===== src/rtl/win_avg_seq.sv =====
// Frame sequencer for a windowed averager: gates the source stream into the averager and counts frame beats.
// Optional DRAIN watchdog enabled by defining WIN_AVG_SEQ_TIMEOUT_EN.
module win_avg_seq #(
    parameter int streams = 16,
    parameter int bits    = 32,
    parameter int timeout = 1024
) (
    input  logic                      aclk,
    input  logic                      areset,
    input  logic                      start,
    input  logic                      abort,
    input  logic [4:0]                cfg_win_len,
    input  logic [15:0]               cfg_frame_len,
    input  logic [bits*streams-1:0]   s_axis_di,
    input  logic                      s_axis_vi,
    output logic                      s_axis_ri,
    output logic [bits*streams-1:0]   m_axis_di,
    output logic                      m_axis_vi,
    input  logic                      m_axis_ri,
    input  logic                      avg_vo,
    input  logic                      avg_ro,
    output logic [4:0]                win_len,
    output logic                      busy,
    output logic                      done,
    output logic                      err
);

    typedef enum logic [2:0] {
        S_IDLE,
        S_LOAD,
        S_RUN,
        S_DRAIN,
        S_DONE
    } state_t;

    state_t      state;
    logic [15:0] frame_len;
    logic [15:0] in_cnt;
    logic [15:0] out_cnt;
    logic        beat_in;
    logic        beat_out;

`ifdef WIN_AVG_SEQ_TIMEOUT_EN
    localparam int idle_w = $clog2(timeout + 1);
    logic [idle_w-1:0] idle_cnt;
`endif

    // The stream path is pure wiring; only the handshakes are gated by RUN.
    assign m_axis_di = s_axis_di;
    assign m_axis_vi = (state == S_RUN) && s_axis_vi;
    assign s_axis_ri = (state == S_RUN) && m_axis_ri;
    assign beat_in   = (state == S_RUN) && s_axis_vi && m_axis_ri;
    assign beat_out  = avg_vo && avg_ro;

    // NOTE: every register here uses non-blocking assignment so all branches see pre-edge values.
    always_ff @(posedge aclk or posedge areset) begin
        if (areset) begin
            state     <= S_IDLE;
            frame_len <= '0;
            in_cnt    <= '0;
            out_cnt   <= '0;
            win_len   <= '0;
            busy      <= 1'b0;
            done      <= 1'b0;
            err       <= 1'b0;
`ifdef WIN_AVG_SEQ_TIMEOUT_EN
            idle_cnt  <= '0;
`endif
        end else if (abort) begin
            state   <= S_IDLE;
            in_cnt  <= '0;
            out_cnt <= '0;
            busy    <= 1'b0;
            done    <= 1'b0;
`ifdef WIN_AVG_SEQ_TIMEOUT_EN
            idle_cnt <= '0;
`endif
        end else begin
            done <= 1'b0;
            if ((state == S_RUN || state == S_DRAIN) && beat_out && out_cnt != frame_len)
                out_cnt <= out_cnt + 16'd1;

            case (state)
                S_IDLE: begin
                    if (start) begin
                        if (cfg_frame_len != 16'd0) begin
                            win_len   <= cfg_win_len;
                            frame_len <= cfg_frame_len;
                            err       <= 1'b0;
                            in_cnt    <= '0;
                            out_cnt   <= '0;
                            busy      <= 1'b1;
                            state     <= S_LOAD;
`ifdef WIN_AVG_SEQ_TIMEOUT_EN
                            idle_cnt  <= '0;
`endif
                        end else begin
                            err <= 1'b1;
                        end
                    end
                end
                S_LOAD: state <= S_RUN;
                S_RUN: begin
                    if (beat_in) begin
                        in_cnt <= in_cnt + 16'd1;
                        if (in_cnt == frame_len - 16'd1)
                            state <= S_DRAIN;
                    end
                end
                S_DRAIN: begin
                    // Registered compare: an output count completed in RUN costs one DRAIN cycle.
                    if (out_cnt == frame_len) begin
                        state <= S_DONE;
                        busy  <= 1'b0;
                        done  <= 1'b1;
                    end
`ifdef WIN_AVG_SEQ_TIMEOUT_EN
                    else if (beat_out) begin
                        idle_cnt <= '0;
                    end else if (idle_cnt == idle_w'(timeout - 1)) begin
                        err   <= 1'b1;
                        busy  <= 1'b0;
                        state <= S_IDLE;
                    end else begin
                        idle_cnt <= idle_cnt + 1'b1;
                    end
`endif
                end
                S_DONE:  state <= S_IDLE;
                default: state <= S_IDLE;
            endcase
        end
    end

endmodule


===== config.mk =====
export PLATFORM = sky130hd
export DESIGN_NAME = win_avg_seq
export DESIGN_NICKNAME = d
export VERILOG_FILES = /design/src/rtl/win_avg_seq.sv
export SDC_FILE = /design/constraint.sdc
export NUM_CORES = 1
export LEC_CHECK = 0
export BUFFER_PORTS_ARGS = -buffer_cell sky130_fd_sc_hd__buf_2
export CAP_MARGIN = 20
export CORE_AREA = 2 2 414 416
export CTS_CLUSTER_DIAMETER = 30
export DETAILED_ROUTE_END_ITERATION = 7
export DIE_AREA = 0 0 416 418
export PLACE_DENSITY = 0.3
export SETUP_SLACK_MARGIN = 0.02
export SYNTH_ARGS = -nofsm -noshare
export SYNTH_HDL_FRONTEND = slang
export SYNTH_SLANG_ARGS = --single-unit

===== constraint.sdc =====
create_clock -name aclk -period 3.3 [get_ports aclk]
set_input_delay 0.33 -clock aclk [delete_from_list [all_inputs] [get_ports aclk]]
set_output_delay 0.33 -clock aclk [all_outputs]
set_load 0.02 [all_outputs]

# Yosys cells after proc, flatten, opt, wreduce, memory -nomap -nowiden
# Cells that the tools add are included.
# Widths: inputs -> output; s select.
# op_classes
muxes,26
eq_ne,11
add_sub_neg,3
reduce_logical,16
bitwise_logic,1
# op_table
operator,n
$mux 16,9
$add 16x1->16 const B,2
$eq 16x16->1,2
$pmux 16 s2,1
$mux 3,6
$ne 16x16->1,1
$reduce_bool 16->1,1
$sub 16x1->16 const B,1
$pmux 3 s4,1
$reduce_and 4->1,3
$ne 3x3->1 const B,3
$mux 1,8
$eq 3x2->1 const B,2
$logic_and 1x1->1,6
$ne 3x2->1 const B,2
$reduce_bool 3->1,2
$reduce_and 5->1,1
$eq 3x1->1 const B,1
$logic_not 3->1,1
$reduce_and 3->1,1
$pmux 1 s2,1
$logic_or 1x1->1,1
$not 1->1,1
# word_totals
word_cells,65
output_inout_bits,522
in_bits,541
regBits,59

# Longest topological paths before layout
# logic_depth
ltp_word,9
depth_mapped,10
ltp_nobuf,8

# Worst setup path before layout
# Ideal clock, no wire load.
# synth_timing
kind,reg2reg
startpoint,register frame_len[0]
endpoint,register state[0]
setup_slack_ns,0.615
setup_ns,0.092
stages_incl_launch_ff,11
required_time_ns,3.208
period_less_slack_ns,2.685
n_path_buf,2
arrival_ns,2.593
cell_sequence,dfrtp_1 clkbuf_1 inv_1 ha_1 buf_2 or4b_4 nor4_4 xnor2_1 a2111o_1 or4b_1 o31ai_2
# synth_via
elab_chain_cells,4
word_cells_on_any_way,6
classes_between,1 x add/sub; 4 x eq/ne; 1 x reduce/logical
# synth_lines
item,line_no,source
"start, declared",37,logic [15:0] frame_len;
"start signal, assigned",88,frame_len <= cfg_frame_len;
$sub 16x1->16,106,if (in_cnt == frame_len - 16'd1)
$eq 16x16->1,106,
$ne 3x2->1 (no line),n/a,
$reduce_and 5->1 (no line) *,n/a,
"end signal, assigned",102,S_LOAD: state <= S_RUN;
"end signal, assigned",107,state <= S_DRAIN;
"end signal, assigned",113,state <= S_DONE;
"end, declared",36,state_t state;
# Every way passes the cells marked *; elsewhere a longest branch is shown, timed or not.
# A chain may end at the register's enable or synchronous reset.

# Worst setup path in the final report
# Ends and elaborated chain as after synthesis.

==> summary.md <==
| Metric | Value |
|---|---|
| Outcome | completed |
| I/O Pins | between 1000 and 1500 |
| Clock Tree Root | clkbuf_16 |
| Worst min-delay path class | input pin to async pin |
| Synth area leader | buf_4 |
| Max Cap Viol | 0 |
| Area Overhead vs Synth | -7.28% |
| Relative slew margins | 0.379 |
| I/O Buffers | 38 |
| Post-Syn Instances | 898 |
| Peak Freq | 380 MHz |
| Synth top area share | 0.518 |
| RSZ-0062 raised after global routing | false |
| Worst skew pair latency | 0.35 ns |
| Hold WS | between 0.1 and 0.15 ns |
| Worst-Margin Slew | 0.924 ns |
| Count of pins over their slew limit | 0 |
| Final period util | 0.798 |
| CTS Hold Bufs | 0 |
| Setup TNS | 0 ns |
| Clk sink count | 59 |
| Worst path required time | ~3.6 ns |
| Vias per cell | 1.55 |
| Crit path from | frame_len[0] |
| Chip height | 418 um |
| Final Hold Vio Count | 0 |
| H-tree depth | 3 |
| Final wirelength | 52000 um |
| Residual DRC | 0 |
| Synth Flop Type | dfrtp_1 |
| Overall Power | 2.50 mW |
| DR WL/cell | ~20 um |
| Setup Viol. Count Final | 0 |
| Seq/Total Area, Yosys | 0.199 |
| Critical path type | flop to flop |
| Max rail drop VDD | 0.194 mV |
| Crit start category | flop |
| R2r setup slk | 0.67 ns |
| Starting Density | 0.0439 |
| Post-layout util | 0.0407 |
| Clock Path Buffers | 2 |
| Gpl congestion | between 0.7 and 0.8 |
| R2R cell count | 8 |
| Syn_area_per_cell | 8.27 um^2 |
| Row cnt | 151 |
| CTS tree | yes |
| First-pass GRT wire length | 61300 um |
| Netlist Area Pre-Place | approximately 7400 um^2 |
| Worst setup EP type | flop |
| Share of layout cells above drive strength 1 | 0.233 |
| Grt total ovfl | 0 |
| Syn Nets | ~1400 |
| FF-to-FF End | state[0] |
| FF+latch count, synth | 59 |
| Fin crit period | 2.63 ns |
| Nets | a little under 1000 |
| Setup bufs post-CTS | 0 |
| Worst-path clk slew | ~0.070 ns |
| PD cells | 363 nW/um^2 |
| Synth Warn # | 0 |
| Die W | between 400 and 500 um |
| PostCTS Resize Cnt | 0 |
| Reg-to-Reg Start | frame_len[0] |
| Ranking of synthesized cells by area | buf_4, dfrtp_1, xnor2_1, mux2_2, nor2_1 |
| FILL cells | roughly 20000 |
| CTS Buf Count | 9 |
| Antenna violations before repair | 12 |
| Synth cell types | 50 |
| Post-DP HPWL | 45800 um |
| Global Route Usage Sum | 0.0572 |
| First-pass detailed-route iteration total | 4 |
| Final Skew | about 0.0095 ns |
| Leak pwr | about 1.7 nW |
| Initial detailed-routing violation count | 211 |
| Pin count of the biggest net entering global routing | 32 |
| Post-synth EDFFs | 0 |
| Die footprint | 174000 um^2 |
| Max FO, Critical Path | 6 |
| CORE AREA | 169000 um^2 |
| Routed Antenna Nets | 0 |
| Asr flop ratio synth | 1.00 |
| Number of global-route vias before repair | 4278 |
| Routed via count | 4100 |
| Worst path arrival time | 2.90 ns |
cells in the final DEF (no fill, tap or decap), drive strengths merged, types with 17 or more instances in the layout:
cell / netlist / layout
o21ai: 23 / 23
nor4: 17 / 17
dfrtp: 59 / 59
nand2: 24 / 24
nor2: 38 / 38
inv: 17 / 19
mux2: 21 / 21
xnor2: 40 / 40
buf: 517 / 50
report_power, final:
group | switching [mW] | internal [mW] | leakage, nW
clock network | 0.412 | 0.667 | 0.149
registers | 0.136 | 0.786 | 0.777
logic | 0.287 | 0.211 | 0.790
registers in the layout (all words and copies together) (netlist names):
register,count
frame_len,16
in_cnt,16
out_cnt,16
win_len,5
state,3
busy,1
done,1
err,1
cells in the mapped netlist (all sizes together), types with 2 or more instances:
library cell / n
buf: 517
dfrtp: 59
xnor2: 40
nor2: 38
nand2: 24
o21ai: 23
mux2: 21
clkbuf: 17
inv: 17
nor4: 17
a21oi: 13
nand3: 13
nand4: 13
nor3: 13
xor2: 10
and3: 6
nor2b: 6
a31o: 5
nor4b: 5
a31oi: 4
ha: 3
nand2b: 3
or3: 3
a211oi: 2
and4: 2
nand3b: 2
nand4b: 2
nor3b: 2
o31ai: 2
o41ai: 2
or4b: 2
worst max-delay path, cell delays in order, from the launching register on:
cell,delay (ns)
dfrtp_1,0.46
inv_1,0.10
ha_1,0.16
or4b_4,0.51
nor4_4,0.16
xnor2_1,0.12
a2111o_1,0.38
or4b_1,0.48
o31ai_2,0.18
metrics by stage:
| stage | setup WS [ns] | area [um^2] | std cells |
|---|---|---|---|
| after global routing | 0.546 | 6880 | 2648 |
| after detailed placement | 0.513 | 6560 | 2632 |
| after global placement | 0.356 | 6550 | 2630 |
| after floorplan | 0.615 | 7420 | 898 |
| final | 0.667 | 6880 | 2649 |
| after CTS | 0.628 | 6880 | 2648 |
worst max path at each step:
stage | endpoint | slack [ns] | cells after the start
after floorplan | state[0] | 0.61 | 10
after global routing | state[0] | 0.55 | 8
final | state[0] | 0.67 | 8
after detailed placement | out_cnt[10] | 0.51 | 7
after CTS | state[0] | 0.63 | 8
after global placement | out_cnt[10] | 0.36 | 7
cell type report:
cell class / instances / area [um^2] / share of cell area
Clock buffer: 9 / 225 / 0.0327
Timing Repair Buffer: 50 / 288 / 0.0418
Multi-Input combinational cell: 288 / 1950 / 0.284
Sequential cell: 59 / 1480 / 0.214
Clock inverter: 7 / 100 / 0.0145
Antenna cell: 1 / 2.50 / 0.000364
Tap cell: 2218 / 2780 / 0.403
Inverter: 17 / 63.8 / 0.00927
kinds of logic after synthesis:
| group | Yosys count | synth area share |
|---|---|---|
| flip-flops | 59 | 0.199 |
| AO/OA/AOI/OAI | 61 | 0.0522 |
| adder cells (fa/ha/maj) | 3 | 0.00506 |
| buffers and inverters | 551 | 0.539 |
| multiplexers | 22 | 0.0332 |
| XOR/XNOR | 50 | 0.0590 |
| AND/OR/NAND/NOR | 152 | 0.113 |
per-layer routing:
layer | part of all wire | GRT usage
met3 | 0.30 | 0.0825
met1 | 0.23 | 0.0388
met4 | 0.058 | 0.0308
met5 | 0.0075 | 0.0169
met2 | 0.40 | 0.0772
Power figures use the tool's default switching activity.
